`config.mk`:
```
export PLATFORM = sky130hd
export DESIGN_NAME = mlt3_line_encoder
export DESIGN_NICKNAME = d
export VERILOG_FILES = /design/src/rtl/mlt3_pkg.sv /design/src/rtl/mlt3_lane.sv /design/src/rtl/mlt3_line_encoder.sv
export SDC_FILE = /design/constraint.sdc
export NUM_CORES = 1
export LEC_CHECK = 0
export ABC_AREA = 1
export CAP_MARGIN = 20
export CORE_MARGIN = 4
export CORE_UTILIZATION = 30
export DETAILED_ROUTE_END_ITERATION = 6
export GPL_ROUTABILITY_DRIVEN = 0
export GPL_TIMING_DRIVEN = 0
export PLACE_DENSITY = 0.52
export SYNTH_ARGS = -nofsm -noshare
export SYNTH_HDL_FRONTEND = slang
export SYNTH_SLANG_ARGS = --single-unit
```
`constraint.sdc`:
```
create_clock -name clock -period 10.15 [get_ports clock]
set_clock_uncertainty 0.1 [all_clocks]
set_input_delay 1.015 -clock clock [delete_from_list [all_inputs] [get_ports clock]]
set_output_delay 1.015 -clock clock [all_outputs]
set_load 0.1 [all_outputs]
```
`src/rtl/mlt3_pkg.sv`:
```
// Shared types, line-level constants and the single-bit MLT-3/NRZI step function.
package mlt3_pkg;

  localparam logic [1:0] LEVEL_0 = 2'b00;
  localparam logic [1:0] LEVEL_P = 2'b10;
  localparam logic [1:0] LEVEL_N = 2'b01;

  typedef enum logic [1:0] {
    ZERO_UP = 2'd0,
    POS     = 2'd1,
    ZERO_DN = 2'd2,
    NEG     = 2'd3
  } state_t;

  typedef enum logic {
    MODE_MLT3 = 1'b0,
    MODE_NRZI = 1'b1
  } mode_t;

  typedef struct packed {
    state_t     state;
    logic [1:0] level;
  } step_t;

  // One serial bit step: returns the state after the bit and the level it emits.
  // In NRZI only POS/NEG are meaningful; anything other than POS counts as NEG.
  function automatic step_t encode_step(state_t cur, logic data_bit, mode_t mode);
    step_t r;
    r.state = cur;
    r.level = LEVEL_0;
    if (mode == MODE_NRZI) begin
      if (data_bit) r.state = (cur == POS) ? NEG : POS;
      else          r.state = (cur == POS) ? POS : NEG;
    end else if (data_bit) begin
      case (cur)
        ZERO_UP: r.state = POS;
        POS:     r.state = ZERO_DN;
        ZERO_DN: r.state = NEG;
        default: r.state = ZERO_UP;
      endcase
    end
    case (r.state)
      POS:     r.level = LEVEL_P;
      NEG:     r.level = LEVEL_N;
      default: r.level = LEVEL_0;
    endcase
    return r;
  endfunction

endpackage

```
`src/rtl/mlt3_lane.sv`:
```
// One encoder lane: state register, unrolled bit-serial encoder, polarity swap, output flops.
module mlt3_lane
  import mlt3_pkg::*;
#(
  parameter int unsigned DATA_WIDTH = 4
) (
  input  logic                  clock,
  input  logic                  reset,
  input  logic                  load,
  input  logic                  squelch,
  input  mode_t                 mode,
  input  logic                  restart,
  input  logic [DATA_WIDTH-1:0] data,
  input  logic                  swap,
  output logic [DATA_WIDTH-1:0] out_p,
  output logic [DATA_WIDTH-1:0] out_n
);

  state_t                state_q;
  state_t                start_state;
  state_t                end_state;
  state_t                walk;
  step_t                 stp;
  logic [DATA_WIDTH-1:0] enc_p;
  logic [DATA_WIDTH-1:0] enc_n;

  // Starting state for this beat: reinitialise on a mode change, and fold ZERO_* onto NEG for NRZI.
  always_comb begin
    start_state = state_q;
    if (restart)
      start_state = (mode == MODE_NRZI) ? NEG : ZERO_UP;
    else if ((mode == MODE_NRZI) && (state_q != POS))
      start_state = NEG;
  end

  // Unrolled chain of DATA_WIDTH steps, bit 0 first; swap applied to the emitted level only.
  always_comb begin
    walk  = start_state;
    stp   = '0;
    enc_p = '0;
    enc_n = '0;
    for (int unsigned i = 0; i < DATA_WIDTH; i++) begin
      stp  = encode_step(walk, data[i], mode);
      walk = stp.state;
      if (swap) {enc_p[i], enc_n[i]} = {stp.level[0], stp.level[1]};
      else      {enc_p[i], enc_n[i]} = stp.level;
    end
    end_state = walk;
  end

  // Lane state and registered outputs; squelch overrides any incoming beat.
  always_ff @(posedge clock or negedge reset) begin
    if (!reset) begin
      state_q <= ZERO_UP;
      out_p   <= '0;
      out_n   <= '0;
    end else if (squelch) begin
      state_q <= ZERO_UP;
      out_p   <= '0;
      out_n   <= '0;
    end else if (load) begin
      state_q <= end_state;
      out_p   <= enc_p;
      out_n   <= enc_n;
    end
  end

endmodule

```
`src/rtl/mlt3_line_encoder.sv`:
```
// Multi-lane MLT-3 / NRZI line encoder: shared handshake and stored mode, one mlt3_lane per lane.
module mlt3_line_encoder
  import mlt3_pkg::*;
#(
  parameter int unsigned LANES      = 1,
  parameter int unsigned DATA_WIDTH = 4
) (
  input  logic                        clock,
  input  logic                        reset,
  input  logic                        in_valid,
  input  logic [LANES*DATA_WIDTH-1:0] in_data,
  input  logic                        mode,
  input  logic                        tx_enable,
  input  logic [LANES-1:0]            polarity_swap,
  output logic                        out_valid,
  output logic [LANES*DATA_WIDTH-1:0] out_p,
  output logic [LANES*DATA_WIDTH-1:0] out_n
);

  mode_t mode_in;
  mode_t mode_q;
  logic  accept;
  logic  restart;

  // Beat acceptance (tx_enable dominates) and mode-change detection against the last accepted beat.
  always_comb begin
    mode_in = mode_t'(mode);
    accept  = in_valid & tx_enable;
    restart = (mode_in != mode_q);
  end

  // Shared output qualifier and the mode of the last accepted beat.
  always_ff @(posedge clock or negedge reset) begin
    if (!reset) begin
      mode_q    <= MODE_MLT3;
      out_valid <= 1'b0;
    end else begin
      out_valid <= accept;
      if (accept) mode_q <= mode_in;
    end
  end

  for (genvar l = 0; l < LANES; l++) begin : g_lane
    mlt3_lane #(
      .DATA_WIDTH(DATA_WIDTH)
    ) u_lane (
      .clock   (clock),
      .reset   (reset),
      .load    (accept),
      .squelch (~tx_enable),
      .mode    (mode_in),
      .restart (restart),
      .data    (in_data[l*DATA_WIDTH +: DATA_WIDTH]),
      .swap    (polarity_swap[l]),
      .out_p   (out_p[l*DATA_WIDTH +: DATA_WIDTH]),
      .out_n   (out_n[l*DATA_WIDTH +: DATA_WIDTH])
    );
  end

endmodule

```
==> impl_metrics.tcl, run 1 <==
set metrics [dict create \
    status "finished clean" \
    routed_wirelength_mm 1.88 \
    tritoncts "built" \
    rr_startpoint "mode_q" \
    cp.arrival_ps 4660 \
    grt_use_met2_pct 16.9 \
    netlist_area_sq_um 895 \
    grt_use_total_pct 10.6 \
    hold_depth 2 \
    synth_top_area_share_pct 33.6 \
    path_max_fanout 10 \
    synth_top_family_by_area "simple AND/OR/NAND/NOR gates" \
    vias 815 \
    die_x_microns 62.6 \
    drtPass1Iterations 4 \
    met3_usage_pct 2.34 \
    synth-compound-area-share_pct 14.8 \
    num_io_pins 19 \
    h-tree-depth 1 \
    cts_buffers 3 \
    antenna_found_initial 0 \
    rr_worst_depth 21 \
    top_usage_layer "met2" \
    nets 161 \
    start_util_pct 31.9 \
    antenna_left 0 \
    hold_end "g_lane[0].u_lane.out_n[3]" \
    yosys_warnings 0 \
    hold_viol_final 0 \
    synth-seq-cells 12 \
    grt-ovfl-total 0 \
    syn_to_final_growth_pct 28.5 \
    cts-root-buf "clkbuf_4" \
    portBuffers 18 \
    dp_slack_ps 5290 \
    clock-sinks 12 \
    yosysTopAreaCell "dfrtp_1" \
    worstSetupStartpointType "primary input" \
    synthAdderAreaFrac_pct 9.79 \
    grt_pass1_vias 763 \
    relSlewSlack_pct 34.7 \
    syn_avg_cell_area_sq_um 7.39 \
    final_util_pct 41.0 \
    drc 0 \
    clk_latency_ps 270 \
    r2r_setup_slack_ps 6560 \
    crit_path_end_kind "flip-flop" \
    period_share_pct 44.9 \
    hold_path.class "flip-flop to flip-flop" \
    ir_drop_mv 0.0372 \
    ys_seq_area_share_pct 33.6 \
    rsz0062_at_grt "false" \
    drv_cap 0 \
    hold_buffers 0 \
    antennaDiodeCount 0 \
    synth_cells 121 \
    dp.cells 170 \
    worst_r2r_endpoint "g_lane[0].u_lane.out_p[3]" \
    worst_slew_pin_slew_ps 976 \
    dieArea_sq_um 3920 \
    crit_type "primary input to flip-flop" \
    tns_ps 0 \
    rows 19 \
    core_sq_um 2810 \
    synth_xor_area_share_pct 3.78 \
    yosys.cell_types.count 19 \
    fin_cells 174 \
    via_per_inst 4.68 \
    period_minus_slack_ps 4550 \
    post_cts_resized 0 \
    die_h_microns 62.6 \
    min_from "g_lane[0].u_lane.out_n[3]" \
    syn-num-nets 138 \
    synth_simple_gate_area_share_pct 30.3 \
    powerDensity_nw_per_um2 141 \
    dp_hpwl_mm 1.57 \
    grt_pass1_wl_mm 3.37 \
    max_freq_ghz 0.220 \
    clock_path_buffers 2 \
    postCtsSetupBuffers 0 \
    synth_top_cells_by_area "dfrtp_1 34%, nand2_1 13%, ha_1 9.8%" \
    wl_per_cell_microns 10.8 \
    p_leak_nw 0.558 \
    drt_iter0_markers 22 \
    path_clk_slew_ps 70 \
    use_met1_pct 13.8 \
    worst_slack_ps 5600 \
    report.final.slew_viol_count 0 \
    setup_violations 0 \
    muxShareOfSynthArea_pct 0 \
    critPathRequiredTime_ps 10260 \
    grt_max_degree 13 \
    drive_gt1_share_pct 18.2 \
]
[power breakdown]
group / switching, mW / total (mW) / internal (mW)
Combinational: 0.0488 / 0.0706 / 0.0218
Clock: 0.0157 / 0.0375 / 0.0218
Sequential: 0.00255 / 0.0545 / 0.0520
Total: 0.0671 / 0.163 / 0.0956
[kinds of logic after synthesis]
logic type | after synthesis
AND/OR/NAND/NOR | 58
AO/OA/AOI/OAI | 25
buffers and inverters | 16
flip-flops | 12
adder cells (fa/ha/maj) | 7
XOR/XNOR | 3
[Yosys cell counts]
library cell  instances
buf_6                 1
nand2_1              30
ha_1                  7
nand3_2               4
dfrtp_1              12
xor2_1                2
o21ai_2               1
o21ai_1               8
inv_1                 8
a21oi_1               6
xor2_2                1
nand2_2               8
clkinv_2              1
nor2_1                9
clkinv_1              1
nand3_1               7
a21oi_2               1
o21ai_0               9
inv_2                 5
[critical path, stage by stage]
cell	delay [ps]
clkdlybuf4s50_1	520
inv_2	110
buf_6	140
nand2_1	70
ha_1	280
nor2_1	100
nor2_1	40
nand2_1	100
nand2_1	80
ha_1	240
o21ai_0	300
nand2_1	130
ha_1	230
o21ai_0	290
nand2_1	130
ha_1	230
o21ai_0	330
nand2_2	120
nand2_1	70
nand3_1	80
nand2_1	60
[placed cells by master (no fill, tap or decap), drive strengths merged]
cell type / instances
nand2: 38
clkdlybuf4s50: 18
o21ai: 18
inv: 13
dfrtp: 12
nand3: 11
nor2: 9
ha: 7
a21oi: 7
clkbuf: 4
xor2: 3
clkinv: 2
buf: 1
[registers in the layout, summed over array words and instances, names as in the netlist]
| signal | count |
|---|---|
| mode_q | 1 |
| g_lane.u_lane.out_p | 4 |
| out_valid | 1 |
| g_lane.u_lane.state_q | 2 |
| g_lane.u_lane.out_n | 4 |
[final cells by class]
| cell class | count | area [sq um] |
|---|---|---|
| Multi-Input combinational cell | 93 | 526 |
| Tap cell | 31 | 38.8 |
| Inverter | 15 | 57.6 |
| Buffer | 1 | 11.3 |
| Timing Repair Buffer | 18 | 180 |
| Clock buffer | 4 | 36.3 |
| Fill cell | 294 | 1660 |
| Sequential cell | 12 | 300 |
[through the flow]
step	instance area [sq um]	total power, mW	hold slack [ps]
2_1_floorplan	895	0.108	381
3_3_place_gp	1110	0.126	366
3_5_place_dp	1110	0.127	365
4_1_cts	1150	0.165	385
5_1_grt	1150	0.175	419
6_report	1150	0.163	379
[worst max path at each step]
stage                                endpoint  startpoint
floorplan           g_lane[0].u_lane.out_n[3]        mode
global placement    g_lane[0].u_lane.out_p[3]        mode
detailed placement  g_lane[0].u_lane.out_p[3]        mode
CTS                 g_lane[0].u_lane.out_p[3]        mode
global route        g_lane[0].u_lane.out_p[3]        mode
finish              g_lane[0].u_lane.out_p[3]        mode
[layer usage]
| layer | vias to the layer above | wire length [microns] |
|---|---|---|
| met1 | 368 | 934 |
| met2 | 13 | 849 |
| met4 | 0 | 22 |
| met3 | 2 | 71 |
| li1 | 432 | - |
| met5 | - | 0 |
(Power assumes the default switching activity.)
==> run 2, diff against run 1 <==
Clock period 10.15 ns to 4.5 ns, I/O delays scaled along.
==> results of run 2 <==
Same layout as run 1 (identical final DEF). Status: finished clean.
Main changes from that run: setup slack after placement 5290 ps -> 208 ps; setup slack after layout 5600 ps -> 512 ps; register-to-register setup slack 6560 ps -> 910 ps; total power 0.163 mW -> 0.367 mW; worst IR drop on VDD 0.0372 mV -> 0.0839 mV
==> run 3, diff against run 2 <==
Settings changed: REMOVE_ABC_BUFFERS set to 1.
==> run 3 against run 2 <==
Against the previous run: clock-buffer cell count shrank 1; first-iteration DRC count grew 4.5%; global-route usage grew 0.33 points; sequential share of layout area grew 0.58 points; fmax shrank 0.34%; non-clock buffer count shrank 1; clock power shrank 24%; core utilization shrank 0.89 points; critical endpoint is now g_lane[0].u_lane.out_n[3].
==> impl_metrics.tcl, run 3 (synthesized netlist as in run 1, its figures left out) <==
set metrics [dict create \
    multi_input_area_sq_um 526 \
    report.final.slew_viol_count 0 \
    drt_iter0_markers 23 \
    routed_wirelength_mm 1.87 \
    p_leak_nw 0.545 \
    rows 19 \
    relSlewSlack_pct 35.2 \
    grt_use_total_pct 10.9 \
    syn_to_final_growth_pct 25.7 \
    hold_buffers 0 \
    hold_viol_final 0 \
    path_max_fanout 11 \
    start_util_pct 31.9 \
    crit_type "primary input to flip-flop" \
    drv_cap 0 \
    cts-root-buf "clkbuf_4" \
    cts_buffers 3 \
    hold_path.class "flip-flop to flip-flop" \
    dieArea_sq_um 3920 \
    fin_cells 172 \
    crit_path_end_kind "flip-flop" \
    grt_max_degree 13 \
    drive_gt1_share_pct 17.0 \
    worstSetupStartpointType "primary input" \
    max_freq_ghz 0.250 \
    critPathMaxStageDelay_ps 580 \
    wl_per_cell_microns 10.9 \
    h-tree-depth 1 \
    ir_drop_mv 0.0868 \
    period_minus_slack_ps 4000 \
    clock-sinks 12 \
    via_per_inst 4.70 \
    path_depth 20 \
    cp.arrival_ps 4060 \
    largestRegisters "g_lane.u_lane.out_n (4), g_lane.u_lane.out_p (4), g_lane.u_lane.state_q (2)" \
    cp_top_family "simple AND/OR/NAND/NOR gates" \
    dp_hpwl_mm 1.53 \
    drc 0 \
    register_area_sq_um 300 \
    grt-ovfl-total 0 \
    clock_path_buffers 2 \
    rsz0062_at_grt "false" \
    tritoncts "built" \
    rr_worst_depth 20 \
    die_x_microns 62.6 \
    setup_violations 0 \
    antenna_found_initial 0 \
    powerDensity_nw_per_um2 307 \
    tns_ps 0 \
    status "finished clean" \
    dp.cells 169 \
    postCtsSetupBuffers 0 \
    critPathRequiredTime_ps 4560 \
    cpMaxStageDelayCell "clkdlybuf4s50_1" \
    path_clk_slew_ps 70 \
    portBuffers 18 \
    core_sq_um 2810 \
    crit_buf_inv 2 \
    nFillCells 311 \
    drtPass1Iterations 4 \
    crit_path_cell_trace "clkdlybuf4s50_1 > inv_2 > nand2_1 > nand2_1 > ha_1 > nor2_1 > nor2_1 > nand2_1 > nand2_1 > ha_1 > o21ai_0 > nand2_1 > ha_1 > o21ai_0 > nand2_1 > ha_1 > o21ai_0 > nand3_1 > nand3_1 > nand2_1" \
    post_cts_resized 0 \
    vias 808 \
    grt_pass1_wl_mm 3.53 \
    layout_commonest_cell "nand2_1" \
    hold_depth 2 \
    antennaDiodeCount 0 \
    die_h_microns 62.6 \
    final_cell_mix "30 x nand2_1, 18 x clkdlybuf4s50_1, 12 x dfrtp_1" \
    clk_latency_ps 260 \
    grt_pass1_vias 800 \
    worst_slew_pin_slew_ps 969 \
    antenna_left 0 \
    num_io_pins 19 \
    path_common_cell "nand2_1" \
    nets 160 \
    period_share_pct 88.9 \
]
==> run 3: cell types whose count changed in the layout (fill, tap and decap cells not counted), sizes merged <==
cell | before | now
clkbuf | 4 | 3
buf | 1 | 0
==> run 3: per-stage QoR <==
step | util (%) | setup slack (ps) | instance area, sq um | total power [mW] | hold slack, ps
3_5_place_dp | 39.3 | 196 | 1100 | 0.286 | 377
6_report | 40.1 | 498 | 1120 | 0.346 | 386
3_3_place_gp | 39.3 | 229 | 1100 | 0.283 | 364
5_1_grt | 40.1 | 125 | 1120 | 0.372 | 430
2_1_floorplan | - | 1190 | 883 | 0.242 | 54.4
4_1_cts | 40.1 | 464 | 1120 | 0.352 | 394
==> run 3: area by class of cell <==
type	instances	share of cell area, %
Timing Repair Buffer	18	16.0
Clock buffer	3	2.00
Tap cell	31	3.45
Sequential cell	12	26.7
Multi-Input combinational cell	93	46.7
Inverter	15	5.12
==> run 3: where the power goes <==
part           internal, mW  switching, mW  total, mW
sequential            0.117        0.00600      0.123
combinational        0.0484          0.110      0.158
clock                0.0309         0.0336     0.0645
total                 0.197          0.149      0.346
==> run 3: path summary, 6_finish.rpt <==
| check | start | to | slack [ps] |
|---|---|---|---|
| setup / recovery | mode | g_lane[0].u_lane.out_n[3] | 500 |
| hold / removal | g_lane[0].u_lane.out_n[3] | g_lane[0].u_lane.out_n[3] | 390 |
| setup reg to reg | mode_q | g_lane[0].u_lane.out_n[3] | 940 |
| hold reg to reg | g_lane[0].u_lane.out_n[3] | g_lane[0].u_lane.out_n[3] | 390 |
| max in group asynchronous | reset | g_lane[0].u_lane.state_q[1] | 3510 |
| min in group asynchronous | reset | out_valid | 430 |
==> run 3: per-layer routing <==
metal | up-vias | GRT usage, % | wire length (microns)
li1 | 430 | - | -
met1 | 357 | 13.9 | 892
met2 | 17 | 18.4 | 875
met3 | 4 | 0.719 | 65
met4 | 0 | 5.79 | 36
met5 | - | 0 | 0
==> run 3: tightest hold or removal path, stage by stage, from the launching register on <==
cell and delay, ps:
dfrtp_1 350, nand2_1 50, nand2_1 50
==> edit 1: new RTL, flow settings as in run 2 <==
Register the inputs `in_valid`, `in_data`, `mode`, `tx_enable` and `polarity_swap` before use, with the module's reset. The logic sees them one clock later.
--- a/src/rtl/mlt3_line_encoder.sv
+++ b/src/rtl/mlt3_line_encoder.sv
@@ -18,4 +18,26 @@
 );
 
+  logic in_valid_q;
+  logic [LANES*DATA_WIDTH-1:0] in_data_q;
+  logic mode_r;
+  logic tx_enable_q;
+  logic [LANES-1:0] polarity_swap_q;
+
+  always_ff @(posedge clock or negedge reset) begin
+    if (!reset) begin
+      in_valid_q      <= '0;
+      in_data_q       <= '0;
+      mode_r          <= '0;
+      tx_enable_q     <= '0;
+      polarity_swap_q <= '0;
+    end else begin
+      in_valid_q      <= in_valid;
+      in_data_q       <= in_data;
+      mode_r          <= mode;
+      tx_enable_q     <= tx_enable;
+      polarity_swap_q <= polarity_swap;
+    end
+  end
+
   mode_t mode_in;
   mode_t mode_q;
@@ -25,6 +47,6 @@
   // Beat acceptance (tx_enable dominates) and mode-change detection against the last accepted beat.
   always_comb begin
-    mode_in = mode_t'(mode);
-    accept  = in_valid & tx_enable;
+    mode_in = mode_t'(mode_r);
+    accept  = in_valid_q & tx_enable_q;
     restart = (mode_in != mode_q);
   end
@@ -48,9 +70,9 @@
       .reset   (reset),
       .load    (accept),
-      .squelch (~tx_enable),
+      .squelch (~tx_enable_q),
       .mode    (mode_in),
       .restart (restart),
-      .data    (in_data[l*DATA_WIDTH +: DATA_WIDTH]),
-      .swap    (polarity_swap[l]),
+      .data    (in_data_q[l*DATA_WIDTH +: DATA_WIDTH]),
+      .swap    (polarity_swap_q[l]),
       .out_p   (out_p[l*DATA_WIDTH +: DATA_WIDTH]),
       .out_n   (out_n[l*DATA_WIDTH +: DATA_WIDTH])
Behaviour: not the same (a bounded check fails within 4 cycles, from zero or initial values and one cycle with reset low).
==> edit 1 against run 2 <==
Die area increased by 19%; worst setup slack improved by 0.34 ns; hold slack improved by 0.010 ns; routed wire length increased by 10%; first-iteration DRC count decreased by 32%; core utilization decreased by 0.20 points; highest routed layer unchanged; sequential cell count increased by 8; final area increased by 22%; synthesized area increased by 22%; fmax increased by 9.3%; register-to-register slack got worse by 0.06 ns; power increased by 47%.
==> edit 1: results (changes against run 2) <==
| Metric | Value |
|---|---|
| Outcome | `complete, no violations (unchanged)` |
| GR Util met2 | `0.188 (was 0.169)` |
| Largest registers | `g_lane.u_lane.out_n (4), g_lane.u_lane.out_p (4), in_data_q (4) (was g_lane.u_lane.out_n (4), g_lane.u_lane.out_p (4), g_lane.u_lane.state_q (2))` |
| Reg2reg start | `mode_in (was mode_q)` |
| Xor and xnor area share after synthesis | `0.0309 (was 0.0378)` |
| Gr usage total | `0.109 (was 0.106)` |
| Clk power | `0.181 mW (was 0.0845 mW)` |
| Register area | `500 um2 (was 300 um2)` |
| Site Rows | `21 (was 19)` |
| DRT Wirelength | `2070 um (was 1880 um)` |
| Final net count | `169 (was 161)` |
| Met2 WL | `1000 um (was 849 um)` |
| R2r setup slk | `0.85 ns (was 0.91 ns)` |
| Worst vdd ir | `100 uV (was 83.9 uV)` |
| Initial DRC count | `15 (was 22)` |
| CP delay by family, top | `adder cells (was simple AND/OR/NAND/NOR gates)` |
| Min-delay src | `g_lane[0].u_lane.out_p[1] (was g_lane[0].u_lane.out_n[3])` |
| Reg2Reg Capture Point | `g_lane[0].u_lane.out_n[3] (was g_lane[0].u_lane.out_p[3])` |
| Share of post-route cells with drive strength above 1 | `0.172 (was 0.182)` |
| Psw | `0.180 mW (was 0.151 mW)` |
| Global-route wire length before repair | `3750 um (was 3370 um)` |
| Largest net degree at the start of global routing | `21 (was 13)` |
| Post-synthesis compound-gate area fraction | `0.121 (was 0.148)` |
| Vias in the first global route | `859 (was 763)` |
| Fill cells | `351 (was 294)` |
| Seq cells post-synth | `20 (was 12)` |
| Area after DPL | `1330 um2 (was 1110 um2)` |
| Clock-cell share | `0.0508 (was 0.0316)` |
| Met3 GRT Util | `0.0197 (was 0.0234)` |
edit 1: cell types whose count changed after synthesis:
cell,run 2,this run
dfrtp_1,12,20
edit 1: cell families (layout without fill, tap and decap cells):
| group | after synthesis | count (layout) |
|---|---|---|
| compound gates | 25 | 25 |
| xor+xnor | 3 | 3 |
| fa+ha+maj | 7 | 7 |
| buf+inv | 16 | 38 |
| flops | 20 | 20 |
| simple gates | 58 | 58 |
edit 1: worst max-delay path by stage:
| stage | endpoint | slack (ns) | from |
|---|---|---|---|
| 2_1_floorplan | g_lane[0].u_lane.out_p[3] | 1.18 | mode_in |
| 3_3_place_gp | g_lane[0].u_lane.out_n[3] | 0.92 | mode_in |
| 3_5_place_dp | g_lane[0].u_lane.out_p[3] | 0.86 | mode_in |
| 4_1_cts | g_lane[0].u_lane.out_n[3] | 0.84 | mode_in |
| 5_1_grt | g_lane[0].u_lane.out_p[3] | 0.44 | mode_in |
| 6_report | g_lane[0].u_lane.out_n[3] | 0.85 | mode_in |
==> edit 2: new RTL, config.mk and constraints of run 2 <==
Without the edit above. `DATA_WIDTH` is set to 4 in 2 places; all go to 3.
--- a/src/rtl/mlt3_lane.sv
+++ b/src/rtl/mlt3_lane.sv
@@ -3,5 +3,5 @@
   import mlt3_pkg::*;
 #(
-  parameter int unsigned DATA_WIDTH = 4
+  parameter int unsigned DATA_WIDTH = 3
 ) (
   input  logic                  clock,
--- a/src/rtl/mlt3_line_encoder.sv
+++ b/src/rtl/mlt3_line_encoder.sv
@@ -4,5 +4,5 @@
 #(
   parameter int unsigned LANES      = 1,
-  parameter int unsigned DATA_WIDTH = 4
+  parameter int unsigned DATA_WIDTH = 3
 ) (
   input  logic                        clock,
Interface: changed (resized in_data, out_n and out_p); port bits go from 19 to 16. No check against the original RTL was run, so the function may have changed too.
==> edit 2 against run 2 <==
Routed wire length is 27% lower; sequential cell count is 2 lower; final area is 22% lower; power is 25% lower; core utilization hardly changed; worst setup slack better by 0.73 ns; largest power group unchanged; synthesized area is 23% lower; count of clock-buffer cells in the layout is 1 lower.
==> edit 2: results (changes against run 2) <==
| Metric | Value |
|---|---|
| Worst vdd ir | `129 uV (was 83.9 uV)` |
| Gr usage total | `0.0970 (was 0.106)` |
| Slew headroom | `0.357 (was 0.347)` |
| Fill cells | `225 (was 294)` |
| DRT Wirelength | `1380 um (was 1880 um)` |
| Leakage | `0.447 nW (was 0.558 nW)` |
| Top post-synthesis cells by count | `nand2_1, o21ai_0, dfrtp_1 (was nand2_1, dfrtp_1, nor2_1, o21ai_0)` |
| Global-route wire length before repair | `2430 um (was 3370 um)` |
| Share of post-route cells with drive strength above 1 | `0.142 (was 0.182)` |
| Hpwl dp | `1160 um (was 1570 um)` |
| Post-CTS Resized | `0 (unchanged)` |
| Arr. time, crit path | `3.31 ns (was 4.09 ns)` |
| Final net count | `129 (was 161)` |
| Synth Net Count | `109 (was 138)` |
| Outcome | `complete, no violations (unchanged)` |
| Sequential share of the synthesized area | `0.363 (was 0.336)` |
| Min-delay src | `g_lane[0].u_lane.out_n[2] (was g_lane[0].u_lane.out_n[3])` |
| Synth unique cells | `13 (was 19)` |
| Largest net degree at the start of global routing | `11 (was 13)` |
| Synth top area cells | `dfrtp_1, nand2_1, o21ai_0 (was dfrtp_1, nand2_1, ha_1)` |
| Largest stage delay, worst path | `0.57 ns (was 0.52 ns)` |
| Synth warnings | `0 (unchanged)` |
| Worst Setup SP | `mode (unchanged)` |
| # port buffers | `15 (was 18)` |
| Total number of vias | `653 (was 815)` |
| Initial DRC count | `12 (was 22)` |
| Worst-path fanout max | `8 (was 10)` |
| Vias in the first global route | `585 (was 763)` |
| Postcts setup bufs | `0 (unchanged)` |
| Largest registers | `g_lane.u_lane.out_n (3), g_lane.u_lane.out_p (3), g_lane.u_lane.state_q (2) (was g_lane.u_lane.out_n (4), g_lane.u_lane.out_p (4), g_lane.u_lane.state_q (2))` |
==> edit 2: changes by cell type after synthesis, sizes merged, moves of 2 or more <==
cell	delta
nand2	-6
nand3	-4
o21ai	-4
clkinv	-2
dfrtp	-2
ha	-2
nor2	-2
==> edit 2: routing by layer <==
metal,GRT usage,vias to the layer above,part of all wire
li1,-,345,-
met1,0.114,291,0.47
met2,0.155,15,0.47
met3,0.0139,2,0.052
met4,0.0780,0,0.0080
met5,0,-,0
==> edit 2: cell type report <==
| cell class | instances | share of cell area |
|---|---|---|
| sequential | 10 | 0.279 |
| multi-input combinational | 73 | 0.439 |
| clock buffer | 3 | 0.0251 |
| timing repair buffer | 15 | 0.167 |
| tap | 28 | 0.0391 |
| inverter | 12 | 0.0502 |
==> edit 2: final timing paths <==
path,cells past startpoint,slack [ns],to
worst min register to register,2,0.38,g_lane[0].u_lane.out_n[2]
worst max register to register,19,1.62,g_lane[0].u_lane.out_n[2]
max in group asynchronous,1,3.59,g_lane[0].u_lane.out_p[1]
worst min-delay path,2,0.38,g_lane[0].u_lane.out_n[2]
min in group asynchronous,1,0.40,g_lane[0].u_lane.out_n[2]
worst max-delay path,19,1.24,g_lane[0].u_lane.out_n[2]
==> edit 2: cell families (layout without fill, tap and decap cells) <==
group,count (synthesis),after routing,share of synthesized area
buffers and inverters,12,30,0.0653
AOI/OAI and AO/OA,20,20,0.145
xor gates and xnor gates,2,2,0.0254
adders and majority gates,5,5,0.0907
and+or+nand+nor,46,46,0.310
DFF,10,10,0.363
==> edit 2: where the power goes <==
group | switching, mW | leakage, nW | total [mW] | internal (mW)
clock network | 0.0278 | 0.0138 | 0.0585 | 0.0308
registers | 0.00504 | 0.132 | 0.103 | 0.0975
logic | 0.0775 | 0.302 | 0.112 | 0.0347
==> edit 2: metrics by stage <==
stage / worst slack (ns) / cells / cell area (um2)
final: 1.24 / 141 / 897
after global routing: 0.957 / 141 / 897
after CTS: 1.20 / 141 / 897
after detailed placement: 0.930 / 138 / 875
after global placement: 0.937 / 138 / 875
after floorplan: 1.82 / 95 / 689
==> edit 2: worst reg2reg max path, stage by stage (launching register included) <==
cell,delay (ns)
dfrtp_1,0.40
inv_2,0.07
nand2_1,0.05
nand2_2,0.07
nand2_1,0.05
ha_1,0.26
nor2_1,0.10
nor2_1,0.05
nand2_2,0.08
nand2_1,0.07
ha_1,0.23
o21ai_0,0.27
nand2_1,0.12
ha_1,0.24
o21ai_0,0.27
nand2_2,0.11
nand2_2,0.07
nand2_1,0.05
nand2_1,0.06
nand2_1,0.04
